--- src/rtl/kfx86_shift_sequencer.sv ---
// Multi-cycle shift/rotate sequencer: drives a single-bit shift ALU once per clock
// and feeds its result and flags back until the count is used up.

package kfx86_shift_pkg;
    typedef struct packed {
        logic of;
        logic sf;
        logic zf;
        logic af;
        logic pf;
        logic cf;
    } flags_t;

    localparam logic [4:0] ALU_OP_ADD = 5'd0;
    localparam logic [4:0] ALU_OP_OR  = 5'd1;
    localparam logic [4:0] ALU_OP_ADC = 5'd2;
    localparam logic [4:0] ALU_OP_SBB = 5'd3;
    localparam logic [4:0] ALU_OP_AND = 5'd4;
    localparam logic [4:0] ALU_OP_SUB = 5'd5;
    localparam logic [4:0] ALU_OP_XOR = 5'd6;
    localparam logic [4:0] ALU_OP_CMP = 5'd7;
    localparam logic [4:0] ALU_OP_ROL = 5'd8;
    localparam logic [4:0] ALU_OP_ROR = 5'd9;
    localparam logic [4:0] ALU_OP_RCL = 5'd10;
    localparam logic [4:0] ALU_OP_RCR = 5'd11;
    localparam logic [4:0] ALU_OP_SHL = 5'd12;
    localparam logic [4:0] ALU_OP_SHR = 5'd13;
    localparam logic [4:0] ALU_OP_SAR = 5'd15;
endpackage

module kfx86_shift_sequencer
    import kfx86_shift_pkg::*;
#(
    parameter bit MASK_COUNT = 1'b0
) (
    input  logic        clock,
    input  logic        reset,
    input  logic        start,
    input  logic [4:0]  opcode,
    input  logic        select_word,
    input  logic [15:0] operand,
    input  logic [7:0]  count,
    input  flags_t      flags_in,
    output logic        busy,
    output logic        done,
    output logic [15:0] result,
    output flags_t      result_flags,
    output logic [4:0]  alu_opcode,
    output logic [15:0] alu_source_1,
    output logic [15:0] alu_source_2,
    output flags_t      alu_source_flags,
    output logic        alu_select_word,
    input  logic [15:0] alu_out,
    input  flags_t      alu_out_flags
);

    typedef enum logic [1:0] {
        ST_IDLE,
        ST_RUN,
        ST_DONE
    } state_t;

    state_t      state_reg;
    logic [4:0]  opcode_reg;
    logic        word_reg;
    logic [15:0] work_reg;
    flags_t      flags_reg;
    logic [7:0]  remaining_reg;
    logic        busy_reg;
    logic        done_reg;
    logic [15:0] result_reg;
    flags_t      result_flags_reg;

    logic [7:0]  eff_count;
    logic        is_shift;

    always_comb begin
        eff_count = MASK_COUNT ? {3'b000, count[4:0]} : count;
    end

    always_comb begin
        case (opcode)
            ALU_OP_ROL, ALU_OP_ROR, ALU_OP_RCL, ALU_OP_RCR,
            ALU_OP_SHL, ALU_OP_SHR, ALU_OP_SAR: is_shift = 1'b1;
            default:                            is_shift = 1'b0;
        endcase
    end

    // Result registers are loaded on entry to DONE so they are valid during the done pulse.
    always_ff @(posedge clock) begin
        if (reset) begin
            state_reg        <= ST_IDLE;
            opcode_reg       <= '0;
            word_reg         <= 1'b0;
            work_reg         <= '0;
            flags_reg        <= '0;
            remaining_reg    <= '0;
            busy_reg         <= 1'b0;
            done_reg         <= 1'b0;
            result_reg       <= '0;
            result_flags_reg <= '0;
        end else begin
            case (state_reg)
                ST_IDLE: begin
                    done_reg <= 1'b0;
                    if (start) begin
                        opcode_reg <= opcode;
                        word_reg   <= select_word;
                        work_reg   <= operand;
                        flags_reg  <= flags_in;
                        busy_reg   <= 1'b1;
                        if (!is_shift || eff_count == 8'd0) begin
                            state_reg        <= ST_DONE;
                            done_reg         <= 1'b1;
                            remaining_reg    <= '0;
                            result_reg       <= operand;
                            result_flags_reg <= flags_in;
                        end else begin
                            state_reg     <= ST_RUN;
                            remaining_reg <= eff_count;
                        end
                    end
                end
                ST_RUN: begin
                    work_reg      <= alu_out;
                    flags_reg     <= alu_out_flags;
                    remaining_reg <= remaining_reg - 8'd1;
                    if (remaining_reg == 8'd1) begin
                        state_reg        <= ST_DONE;
                        done_reg         <= 1'b1;
                        result_reg       <= alu_out;
                        result_flags_reg <= alu_out_flags;
                    end
                end
                ST_DONE: begin
                    state_reg <= ST_IDLE;
                    busy_reg  <= 1'b0;
                    done_reg  <= 1'b0;
                end
                default: begin
                    state_reg <= ST_IDLE;
                    busy_reg  <= 1'b0;
                    done_reg  <= 1'b0;
                end
            endcase
        end
    end

    assign busy             = busy_reg;
    assign done             = done_reg;
    assign result           = result_reg;
    assign result_flags     = result_flags_reg;
    assign alu_opcode       = opcode_reg;
    assign alu_source_1     = work_reg;
    assign alu_source_2     = 16'h0000;
    assign alu_source_flags = flags_reg;
    assign alu_select_word  = word_reg;

endmodule

--- config.mk ---
export PLATFORM = sky130hd
export DESIGN_NAME = kfx86_shift_sequencer
export DESIGN_NICKNAME = d
export VERILOG_FILES = /design/src/rtl/kfx86_shift_sequencer.sv
export SDC_FILE = /design/constraint.sdc
export NUM_CORES = 1
export LEC_CHECK = 0
export ABC_AREA = 1
export ABC_CLOCK_PERIOD_IN_PS = 3680
export BUFFER_PORTS_ARGS = -buffer_cell sky130_fd_sc_hd__buf_2
export CORE_ASPECT_RATIO = 0.75
export CORE_MARGIN = 4
export CORE_UTILIZATION = 51
export DETAILED_ROUTE_END_ITERATION = 8
export PLACE_DENSITY = 0.85
export SETUP_SLACK_MARGIN = 0.2
export SYNTH_ARGS = -nofsm -noshare
export SYNTH_HDL_FRONTEND = slang
export SYNTH_SLANG_ARGS = --single-unit
--- constraint.sdc ---
create_clock -name clock -period 3.68 [get_ports clock]
set_input_delay 0.552 -clock clock [delete_from_list [all_inputs] [get_ports clock]]
set_output_delay 0.552 -clock clock [all_outputs]
set_load 0.01 [all_outputs]
## After elaboration in Yosys (flattened, before gate mapping)

Index checks and enable logic that the tools add are counted.

- Reductions and logical operators: 11
- Bitwise operators: 1
- Multiplexer cells: 26
- $add $sub $neg: 1
- Equality and inequality tests: 12

Operator list:

| cell | count |
|---|---|
| 16-bit two-way mux | 4 |
| 16-bit case mux with 2 select lines | 2 |
| 5-bit by 4-bit == test with 1-bit output (second input constant) | 7 |
| 6-bit two-way mux | 4 |
| 6-bit case mux with 2 select lines | 2 |
| 8-bit two-way mux | 2 |
| 8-bit case mux with 2 select lines | 1 |
| 8-bit by 1-bit == test with 1-bit output (second input constant) | 1 |
| 8-bit logical NOT | 1 |
| 2-bit AND reduction | 4 |
| 8-bit by 1-bit subtractor with 8-bit output (second input constant) | 1 |
| 7-bit OR reduction | 1 |
| 2-bit two-way mux | 3 |
| 2-bit inequality test (second input constant) | 3 |
| 1-bit two-way mux | 5 |
| 1-bit case mux with 2 select lines | 2 |
| 2-bit case mux with 2 select lines | 1 |
| 4-bit AND reduction | 1 |
| 2-bit by 1-bit == test with 1-bit output (second input constant) | 1 |
| 2-bit logical NOT | 1 |
| 2-bit nonzero test | 1 |
| 1-bit logical NOT | 1 |
| 1-bit logical OR | 1 |
| 1-bit NOT | 1 |

- Register bits after elaboration: 62
- Word-level logic and storage cells: 71
- Output and inout port bits: 68

## Logic depth before layout (Yosys ltp)

Gate-level depths: netlist of run 1.

- Word-level depth: 8
- Gate-level depth with buffers: 10
- Mapped depth without buffers: 9

## Least setup slack after synthesis of run 1

Ideal clock, no wire load.

- Path kind: input to register
- Start point: input port opcode[3]
- End point: register result_reg[10] (netlist: result[10])
- Slack: 2.132 ns
- Stages on the path: 10
- Setup time: 0.112 ns
- Data arrival time: 1.436 ns
- Data required time: 3.568 ns
- Path buffers: 1
- Path through: inv_1 nor2_1 nand2_1 nor2_4 nand2_1 nand2_1 inv_2 buf_4 nor2_1 nor2_1

- Cells in the longest elaborated chain, start to end: 7
- Elaborated cells on any way between the ends: 13
- Those cells by class: eq/ne (8); mux (1); reduce/logical (4)

RTL lines:

| what | line | source |
|---|---|---|
| start, declared | 39 | `input logic [4:0] opcode,` |
| 5-bit by 4-bit == test with 1-bit output | 82 | `case (opcode)` |
| 7-bit OR reduction (*) | 82 |  |
| 1-bit two-way mux (*) | 82 |  |
| 1-bit logical NOT (*) | 112 | `if (!is_shift \|\| eff_count == 8'd0) begin` |
| 1-bit logical OR (*) | 112 |  |
| 2-bit inequality test (no line) (*) | n/a |  |
| 4-bit AND reduction (no line) (*) | n/a |  |
| end signal, assigned | 116 | `result_reg <= operand;` |
| end signal, assigned | 131 | `result_reg <= alu_out;` |
| end, declared | 71 | `logic [15:0] result_reg;` |

Mark *: on every way between the ends. The rest lies on a longest branch, timed or not.
A chain may end at the register's enable or synchronous reset.

## Worst setup path after layout of run 1

- Start point: register state_reg[0]
- End point: register result_reg[7] (netlist: result[7])

- Cells in the longest elaborated chain, start to end: 3
- Elaborated cells on any way between the ends: 8
- Those cells by class: eq/ne (4); mux (1); reduce/logical (3)

RTL lines:

| what | line | source |
|---|---|---|
| start, declared | 63 | `state_t state_reg;` |
| start signal, assigned | 92 | `state_reg <= ST_IDLE;` |
| start signal, assigned | 113 | `state_reg <= ST_DONE;` |
| start signal, assigned | 119 | `state_reg <= ST_RUN;` |
| 2-bit by 1-bit == test with 1-bit output or 2-bit logical NOT (tied branches) | 103 | `case (state_reg)` |
| 2-bit inequality test (no line) or 2-bit nonzero test (tied branches) | n/a |  |
| 4-bit AND reduction (no line) | n/a |  |

Parallel ways exist; a longest one is shown, timed or not.

==> results.md, run 1 <==
* Post-cts hold buffer count at 0
* Max Slew Vio Count at 0
* Synth Warn # at 0
* GP Congestion at 0.853
* Status: finished, final reports clean
* CTS tree: done
* Crit path required time at 3.92 ns
* Cells along the critical path: inv_2, nor2_4, buf_4, inv_2, o21ai_0, nand3_1, nand2_1, nor2_1
* Total grt overflow at 0
* Inserted Diodes at 0
* Vias in the first global route at 2851
* H-tree levels at 3
* CP arrival at 2.33 ns
* Min-delay worst type: primary input to register
* Initial antenna violation count at 0
* Num rows at 23
* DP HPWL at 5770 um
* Clock period minus worst slack at 2.09 ns
* Port Buffers at 112
* Final Power at 1840 uW
* Final net count at 573
* Drc violations at 0
* Routed WL at 7980 um
* Post_cts resized at 0
* Seq/Total Area, Yosys at 42.1%
* Critical Path Source Type: register
* Clock root cell: clkbuf_8
* Final Hold Viols at 0
* Critical path peak fanout at 25
* Fillcell total at 479
* Slew headroom at 47.9%
* Initial Utilization at 53.9%
* Clk slew on worst S/H paths at 0.06 ns
* First-pass DRT Iterations at 4
* Layout area overhead at 24.2%
* Die footprint at 7070 um2
* Buf/Inv on CP at 3
* Most used cell, CP: inv_2
* Layout cell share with drive strength beyond 1 at 31.7%
* Syn Inst Count at 408
* Worst path slowest cell: o21ai_0
* DIE WIDTH at 95.8 um
* Vias/cell at 5.14
* Clock skew at 0.00817 ns
* Slowest stage delay, CP at 0.39 ns
* Mean Syn Cell Area at 7.22 um2
* GRT Total Usage at 23.4%
* Maximum vdd ir drop at 0.277 mV
* Drt wl/cell at 13.5 um
* First-pass GRT wire length at 12800 um
* Critical Path End Type: register
* Worst slew pin tran at 0.780 ns
* Fmax at 0.477 GHz
* Post-CTS Setup Inserts at 0
* Synth unique cells at 28
* Largest net degree at the start of global routing at 50
* CTS Buf Count at 9
* Synth Cell Area at 2950 um2
* Final setup viols at 0
* Die height at 73.8 um
* Clock latency on the worst-skew pair at 0.34 ns
* Worst setup path category: register to register
* Initial DRC count at 187
* Largest delay share family, worst path: buffers and inverters
* Core area at 5470 um2
* P per Cell Area at 502 nW/um2
* Clk sinks at 62
* Leakage at 0.00182 uW
* Register bit total from synthesis at 62
* Setup TNS at 0 ns
* Max Cap Violations at 0
* Io pins at 129
* Period utilization at 56.9%
* DRT antenna net count at 0
* CTS Buffer Depth at 2
* Unrepaired setup endpoints after global routing: no
* Via count at 3034
path summary, 6_finish.rpt:
| kind | start | to | slack [ns] | cells past startpoint |
|---|---|---|---|---|
| min reg2reg | result_flags[1] | result_flags[1] | 0.48 | 2 |
| max reg2reg | state_reg[0] | result[7] | 1.59 | 8 |
| max | state_reg[0] | result[7] | 1.59 | 8 |
| min | count[4] | remaining_reg[4] | 0.47 | 3 |
report_power, final:
part	internal, uW	total (uW)	switching (uW)
sequential	739	779	39.7
combinational	143	372	229
clock	436	687	251
total	1320	1840	520
metal layers:
layer	global-route usage [%]	wire (um)	vias to the layer above	part of all wire, %
li1	-	-	1509	-
met1	28.5	3480	1377	44
met2	37.8	3590	136	45
met3	8.80	794	12	10
met4	8.36	114	0	1.4
met5	0	0	-	0
cells in the mapped netlist:
| cell type | count | area share [%] |
|---|---|---|
| a21oi_1 | 36 | 6.1 |
| a21boi_0 | 1 | 0.25 |
| o21ai_1 | 20 | 3.4 |
| buf_2 | 10 | 1.7 |
| ha_1 | 2 | 0.85 |
| o21bai_1 | 1 | 0.25 |
| buf_4 | 18 | 4.6 |
| o21ai_0 | 39 | 6.6 |
| dfxtp_1 | 62 | 42 |
| clkbuf_1 | 6 | 0.76 |
| clkinv_1 | 1 | 0.13 |
| inv_1 | 15 | 1.9 |
| nand3b_1 | 1 | 0.25 |
| inv_4 | 1 | 0.21 |
| nor2_4 | 4 | 1.5 |
| nand2_2 | 1 | 0.21 |
| buf_6 | 3 | 1.1 |
| nand4_1 | 6 | 1.3 |
| nor3_1 | 2 | 0.34 |
| nand3_1 | 30 | 5.1 |
| clkbuf_2 | 1 | 0.17 |
| nor2_2 | 1 | 0.21 |
| nor2_1 | 73 | 9.3 |
| conb_1 | 1 | 0.13 |
| or2_2 | 22 | 4.7 |
| inv_2 | 4 | 0.51 |
| nand2_4 | 1 | 0.38 |
| nand2_1 | 46 | 5.9 |
metrics by stage:
stage / std cells / util (%) / hold slack [ns] / setup WS [ns] / area (um2)
CTS: 590 / 66.9 / 0.453 / 1.60 / 3660
finish: 590 / 66.9 / 0.467 / 1.59 / 3660
floorplan: 423 / - / 0.487 / 2.13 / 3000
global route: 590 / 66.9 / 0.462 / 1.32 / 3660
global placement: 574 / 62.7 / 0.446 / 1.31 / 3430
detailed placement: 574 / 62.7 / 0.465 / 1.26 / 3430
worst reg2reg max path: cells and delay by family (launching register included):
kind	cells	cell delay [ns]
AOI/OAI and AO/OA	1	0.40
DFF	1	0.38
and+or+nand+nor	4	0.59
buffers and inverters	3	0.63
area by class of cell:
cell class | instances | area [um2] | share of cell area [%]
multi-input cells | 302 | 1430 | 39.2
flip-flops and latches | 62 | 1240 | 33.9
well taps | 75 | 93.8 | 2.56
repair buffers | 114 | 576 | 15.7
clock buffers | 13 | 169 | 4.62
inverters | 21 | 81.3 | 2.22
clock inverters | 3 | 65.1 | 1.78
placed cells by master (no fill, tap or decap), drive strengths merged:
| cell | synthesis | routed |
|---|---|---|
| nor2 | 78 | 78 |
| bufinv | 0 | 2 |
| nand2 | 48 | 48 |
| o21ai | 59 | 59 |
| dfxtp | 62 | 62 |
| ha | 2 | 2 |
| clkinv | 1 | 2 |
| conb | 1 | 16 |
| a21oi | 36 | 36 |
| nor3 | 2 | 2 |
| nand3 | 30 | 30 |
| buf | 31 | 114 |
| nand3b | 1 | 1 |
| or2 | 22 | 22 |
| a21boi | 1 | 1 |
| o21bai | 1 | 1 |
| clkbuf | 7 | 13 |
| nand4 | 6 | 6 |
| inv | 20 | 20 |
cells by family after synthesis:
| logic type | share of synthesized area [%] |
|---|---|
| flip-flops | 42.1 |
| AND/OR/NAND/NOR | 29.1 |
| buffers and inverters | 11.1 |
| other | 0.127 |
| AO/OA/AOI/OAI | 16.6 |
| adder cells (fa/ha/maj) | 0.849 |
(Power assumes the default switching activity.)
==> run 2, diff against run 1 <==
--- a/config.mk
+++ b/config.mk
@@ -5,14 +5,14 @@
 export SDC_FILE = /design/constraint.sdc
 export NUM_CORES = 1
 export LEC_CHECK = 0
-export ABC_AREA = 1
-export ABC_CLOCK_PERIOD_IN_PS = 3680
+export ABC_AREA = 0
+export ABC_CLOCK_PERIOD_IN_PS = 1700
 export BUFFER_PORTS_ARGS = -buffer_cell sky130_fd_sc_hd__buf_2
 export CORE_ASPECT_RATIO = 0.75
 export CORE_MARGIN = 4
-export CORE_UTILIZATION = 51
+export CORE_UTILIZATION = 43
 export DETAILED_ROUTE_END_ITERATION = 8
-export PLACE_DENSITY = 0.85
+export PLACE_DENSITY = 0.77
 export SETUP_SLACK_MARGIN = 0.2
 export SYNTH_ARGS = -nofsm -noshare
 export SYNTH_HDL_FRONTEND = slang
==> constraint.sdc (replaced) <==
create_clock -name clock -period 1.7 [get_ports clock]
set_input_delay 0.255 -clock clock [delete_from_list [all_inputs] [get_ports clock]]
set_output_delay 0.255 -clock clock [all_outputs]
set_load 0.01 [all_outputs]
==> results.md, run 2 <==
* Status: finished, final reports clean
* Critical Path Source Type: register
* Clk slew on worst S/H paths at 0.07 ns
* Max Slew Vio Count at 0
* Slew headroom at 62.7%
* Crit path required time at 1.89 ns
* Final WS setup at 0.140 ns
* Io pins at 129
* Cells along the critical path: buf_4, nor2b_4, a41o_1, and2_4, clkbuf_16, a211oi_2
* CTS Buf Count at 9
* DIE WIDTH at 103 um
* Cell taking the most area after synthesis: dfxtp_1
* Via count at 2758
* Initial Utilization at 45.2%
* Inserted Diodes at 0
* CTS tree: done
* EDFF count, synth at 0
* Placed Instances at 497
* Leakage at 0.00174 uW
* First-pass GRT wire length at 12200 um
* Fmax at 0.641 GHz
* Vias in the first global route at 2480
* Port Buffers at 112
* Area of the multi-input gates at 1730 um2
* Slowest stage delay, CP at 0.34 ns
* HP Start: select_word
* Unrepaired setup endpoints after global routing: yes
* CP arrival at 1.75 ns
* Routed WL at 8510 um
* CTS Buffer Depth at 2
* Drc violations at 0
* Ys async rst share at 0%
* Die footprint at 8170 um2
* Core area at 6440 um2
* Final setup viols at 0
* Mean Syn Cell Area at 9.25 um2
* Worst path slowest cell: dfxtp_2
* Total grt overflow at 0
* First-pass DRT Iterations at 4
* Post-cts hold buffer count at 0
* Clock period minus worst slack at 1.56 ns
* Clock skew at 0.00788 ns
* Synth Cell Area at 2910 um2
* WHS at 0.176 ns
* Clock root cell: clkbuf_8
* Register bit total from synthesis at 62
* Final Hold Viols at 0
* DRT antenna net count at 0
* DP HPWL at 5750 um
* Min-delay worst type: primary input to register
* Critical path origin: state_reg[0]
* Layout area overhead at 42.0%
* Worst slew pin tran at 0.560 ns
* Clock latency on the worst-skew pair at 0.32 ns
* Num rows at 25
* FF/Latch Area at 1250 um2
* Final Power at 3820 uW
* Cell with the most instances after synthesis: dfxtp_1
* Vias/cell at 5.33
* Final net count at 495
* Max Cap Violations at 0
* R2r setup slk at 0.14 ns
* Critical Path End Type: register
* Commonest cells after routing, fill and taps aside: buf_2, dfxtp_1, nor2_1, a21oi_1, a211oi_1
* Fillcell total at 541
* Predominant post-synthesis flop cell: dfxtp_1
* Initial antenna violation count at 0
* Synth top area cells: dfxtp_1, a211oi_2, mux2i_1
* Syn Inst Count at 315
* Critical path peak fanout at 7
* Period utilization at 91.8%
* Largest net degree at the start of global routing at 29
* Synth unique cells at 38
* Drt wl/cell at 16.5 um
* Pre-CTS WS at -0.0125 ns
* P per Cell Area at 923 nW/um2
* Most common cell after layout, fill and taps aside: buf_2
* Seq/Total Area, Yosys at 42.6%
* Layout cell share with drive strength beyond 1 at 48.2%
* Synth top cells by count: dfxtp_1, a21oi_1, nor2_1, a211oi_1, mux2i_1
* FF-to-FF Start: state_reg[0]
* Finished Layout Cells at 517
* Area share of the largest cell type after synthesis at 42.6%
* H-tree levels at 3
* Clk sinks at 62
* Synth Warn # at 0
* GRT Total Usage at 19.1%
* GP Congestion at 0.885
* Worst setup path category: register to register
* Initial DRC count at 112
* Die height at 79.3 um
* Maximum vdd ir drop at 0.503 mV
-- run 2: cell types whose count changed in the layout (fill, tap and decap cells not counted), moves of 22 or more --
cell	previous run	this run
o21ai_0	39	1
nand3_1	30	7
a211oi_1	0	24
nand2_1	46	14
nor2_1	73	32
or2_2	22	0
-- run 2: cell type report --
class	count	share of cell area [%]
inverters	2	0.181
flip-flops and latches	62	30.1
clock buffers	11	3.66
clock inverters	4	0.544
repair buffers	135	21.3
multi-input cells	222	41.8
well taps	81	2.45
-- run 2: metal layers --
metal  wire [um]  global-route usage, %  up-vias
li1            -                      -     1347
met3         675                   5.53        2
met2        4140                   30.5      101
met4          34                   4.79        0
met1        3660                   25.2     1308
met5           0                      0        -
-- run 2: logic make-up (layout without fill, tap and decap cells) --
logic type                 after synthesis  after routing  share of synthesized area, %
xor gates and xnor gates                 2              2                         0.601
other                                    1             16                         0.129
DFF                                     62             62                          42.6
muxes                                   23             23                          7.90
buffers and inverters                   46            152                          9.27
and+or+nand+nor                         83             83                          14.3
AOI/OAI and AO/OA                       96             96                          24.4
adders and majority gates                2              2                         0.859
-- run 2: path summary, 6_finish.rpt --
| check | end | cells past startpoint |
|---|---|---|
| worst min-delay path | alu_select_word | 3 |
| worst max-delay path | result_flags[0] | 6 |
| worst min register to register | alu_select_word | 2 |
| worst max register to register | result_flags[0] | 6 |
-- run 2: critical path: cells and delay by family (launching register included) --
family | cells | cell delay (ns)
buffers and inverters | 2 | 0.33
AOI/OAI and AO/OA | 2 | 0.31
DFF | 1 | 0.34
and+or+nand+nor | 2 | 0.44
-- run 2: through the flow --
stage	setup TNS, ns	utilization (%)	instance area [um2]
5_1_grt	0	64.2	4140
2_1_floorplan	0	-	2980
3_5_place_dp	-0.0125	55.4	3570
6_report	0	64.2	4140
3_3_place_gp	0	55.4	3570
4_1_cts	0	59.2	3810
-- run 2: what timing repair did --
item                                   CTS  global route
endpoints found under the hold margin    0             0
cloned                                   1             3
resized for setup                       12            48
pin swaps                                1             2
setup endpoints to repair               26            47
setup buffers                            1             0
-- run 2: power breakdown --
group	internal, uW	switching [uW]
sequential	1590	86.7
combinational	461	543
clock	593	546
==> run 3, diff against run 2 <==
--- a/config.mk
+++ b/config.mk
@@ -6,10 +6,9 @@
 export NUM_CORES = 1
 export LEC_CHECK = 0
 export ABC_AREA = 0
-export ABC_CLOCK_PERIOD_IN_PS = 1700
+export ABC_CLOCK_PERIOD_IN_PS = 1300
 export BUFFER_PORTS_ARGS = -buffer_cell sky130_fd_sc_hd__buf_2
 export CORE_ASPECT_RATIO = 0.75
-export CORE_MARGIN = 4
 export CORE_UTILIZATION = 43
 export DETAILED_ROUTE_END_ITERATION = 8
 export PLACE_DENSITY = 0.77
==> constraint.sdc (replaced) <==
create_clock -name clock -period 1.3 [get_ports clock]
set_input_delay 0.195 -clock clock [delete_from_list [all_inputs] [get_ports clock]]
set_output_delay 0.195 -clock clock [all_outputs]
set_load 0.01 [all_outputs]
==> results.md, run 3 (synthesis results as in run 2) <==
* Status: complete, but fails checks
* Violated checks: setup timing
* CTS Buffer Depth at 2
* P per Cell Area at 1130 nW/um2
* Crit path required time at 1.52 ns
* Worst path slowest cell: or3b_1
* Final WS setup at -0.271 ns
* Clock skew at 0.00619 ns
* Vias in the first global route at 2802
* Critical Path Source Type: register
* Setup TNS at -9.92 ns
* Die footprint at 7110 um2
* Fmax at 0.636 GHz
* Layout area overhead at 71.0%
* CTS tree: done
* Min-delay worst type: primary input to register
* Initial Utilization at 45.4%
* Maximum vdd ir drop at 0.819 mV
* Initial antenna violation count at 0
* Num rows at 25
* Most common cell after layout, fill and taps aside: buf_2
* HP Start: select_word
* Max Cap Violations at 0
* Final Hold Viols at 0
* Worst setup path category: register to register
* R2R Path End: result[0]
* First-pass DRT Iterations at 4
* Unrepaired setup endpoints after global routing: yes
* Clock latency on the worst-skew pair at 0.34 ns
* H-tree levels at 3
* CTS Buf Count at 9
* Die height at 73.3 um
* Critical Path End Type: register
* Hold endpoint: alu_select_word
* Largest net degree at the start of global routing at 37
* Max Slew Vio Count at 0
* GRT Total Usage at 24.3%
* DIE WIDTH at 97.1 um
* Total grt overflow at 0
* DP HPWL at 5720 um
* Largest delay share family, worst path: compound AO/OA/AOI/OAI gates
* Clk sinks at 62
* Clk slew on worst S/H paths at 0.07 ns
* Cells along the critical path: or3b_1, a211o_1, buf_6, a21oi_1, a211oi_2
* Inserted Diodes at 0
* R2r setup slk at -0.27 ns
* Final Power at 5630 uW
* Post-cts hold buffer count at 0
* Layout cell share with drive strength beyond 1 at 66.0%
* Final setup viols at 58
* Leakage at 0.00206 uW
* Clock root cell: clkbuf_8
* Vias/cell at 5.49
* WHS Path Cells at 3
* Core area at 6410 um2
* Period utilization at 121%
* Initial DRC count at 130
* R2R depth at 5
* Commonest cells after routing, fill and taps aside: buf_2, dfxtp_1, a211oi_2, buf_4, nor2_1
* Final net count at 540
* Critical path peak fanout at 22
* Clock period minus worst slack at 1.57 ns
* Drt wl/cell at 17.7 um
* First-pass GRT wire length at 13600 um
* Via count at 3092
* DRT antenna net count at 0
* FF-to-FF Start: state_reg[0]
* Routed WL at 9950 um
* Slowest stage delay, CP at 0.35 ns
* Port Buffers at 112
* Drc violations at 0
* Buf/Inv on CP at 1
* GP Congestion at 0.876
* Io pins at 129
* CP arrival at 1.79 ns
## run 3: cell types whose count changed in the layout (fill, tap and decap cells not counted), sizes merged
cell | before | now
clkinv | 3 | 4
clkbuf | 14 | 13
bufinv | 0 | 1
buf | 132 | 177
## run 3: metal layers
metal,global-route usage (%),wire length [um]
met3,6.28,541
met1,30.6,4170
met4,6.97,174
met5,0,0
met2,41.7,5060
## run 3: cell type report
| type | instances | area, um2 |
|---|---|---|
| timing repair buffer | 180 | 1350 |
| inverter | 2 | 10.0 |
| multi-input combinational | 222 | 2070 |
| fill | 388 | 1430 |
| tap | 81 | 101 |
| clock buffer | 10 | 138 |
| clock inverter | 6 | 61.3 |
| sequential | 62 | 1250 |
## run 3: worst min-delay path: cells and delay by family
| family | cells | cell delay (ns) |
|---|---|---|
| buf+inv | 1 | 0.10 |
| simple gates | 1 | 0.06 |
| compound gates | 1 | 0.04 |
## run 3: through the flow
stage | worst slack, ns | utilization, % | instances | hold slack, ns | area, um2
4_1_cts | -0.231 | 69.2 | 545 | 0.0917 | 4440
6_report | -0.271 | 77.7 | 563 | 0.106 | 4980
5_1_grt | -0.314 | 77.7 | 563 | 0.0993 | 4980
3_5_place_dp | -0.339 | 60.4 | 523 | 0.450 | 3870
2_1_floorplan | -0.396 | - | 330 | 0.331 | 3150
3_3_place_gp | -0.290 | 60.4 | 523 | 0.437 | 3870
## run 3: how the worst max path moves through the flow
stage | depth (start not counted) | slack (ns) | end | start
floorplan | 7 | -0.40 | state_reg[1] | state_reg[0]
global placement | 6 | -0.29 | result[1] | opcode[4]
detailed placement | 6 | -0.34 | result[1] | opcode[4]
CTS | 5 | -0.23 | result[1] | state_reg[0]
global route | 5 | -0.31 | result[0] | state_reg[0]
finish | 5 | -0.27 | result[0] | state_reg[0]
## run 3: what timing repair did
action                                  in CTS  in global routing
endpoints found under the setup margin      62                 62
pin swaps                                    2                 36
setup buffers                                3                 15
resized for setup                           48                 86
gates cloned                                 3                  3
## run 3: power by group
part | leakage [uW] | switching (uW) | internal (uW)
registers | 0.000515 | 118 | 2080
logic | 0.00144 | 883 | 849
clock network | 0.000102 | 771 | 930
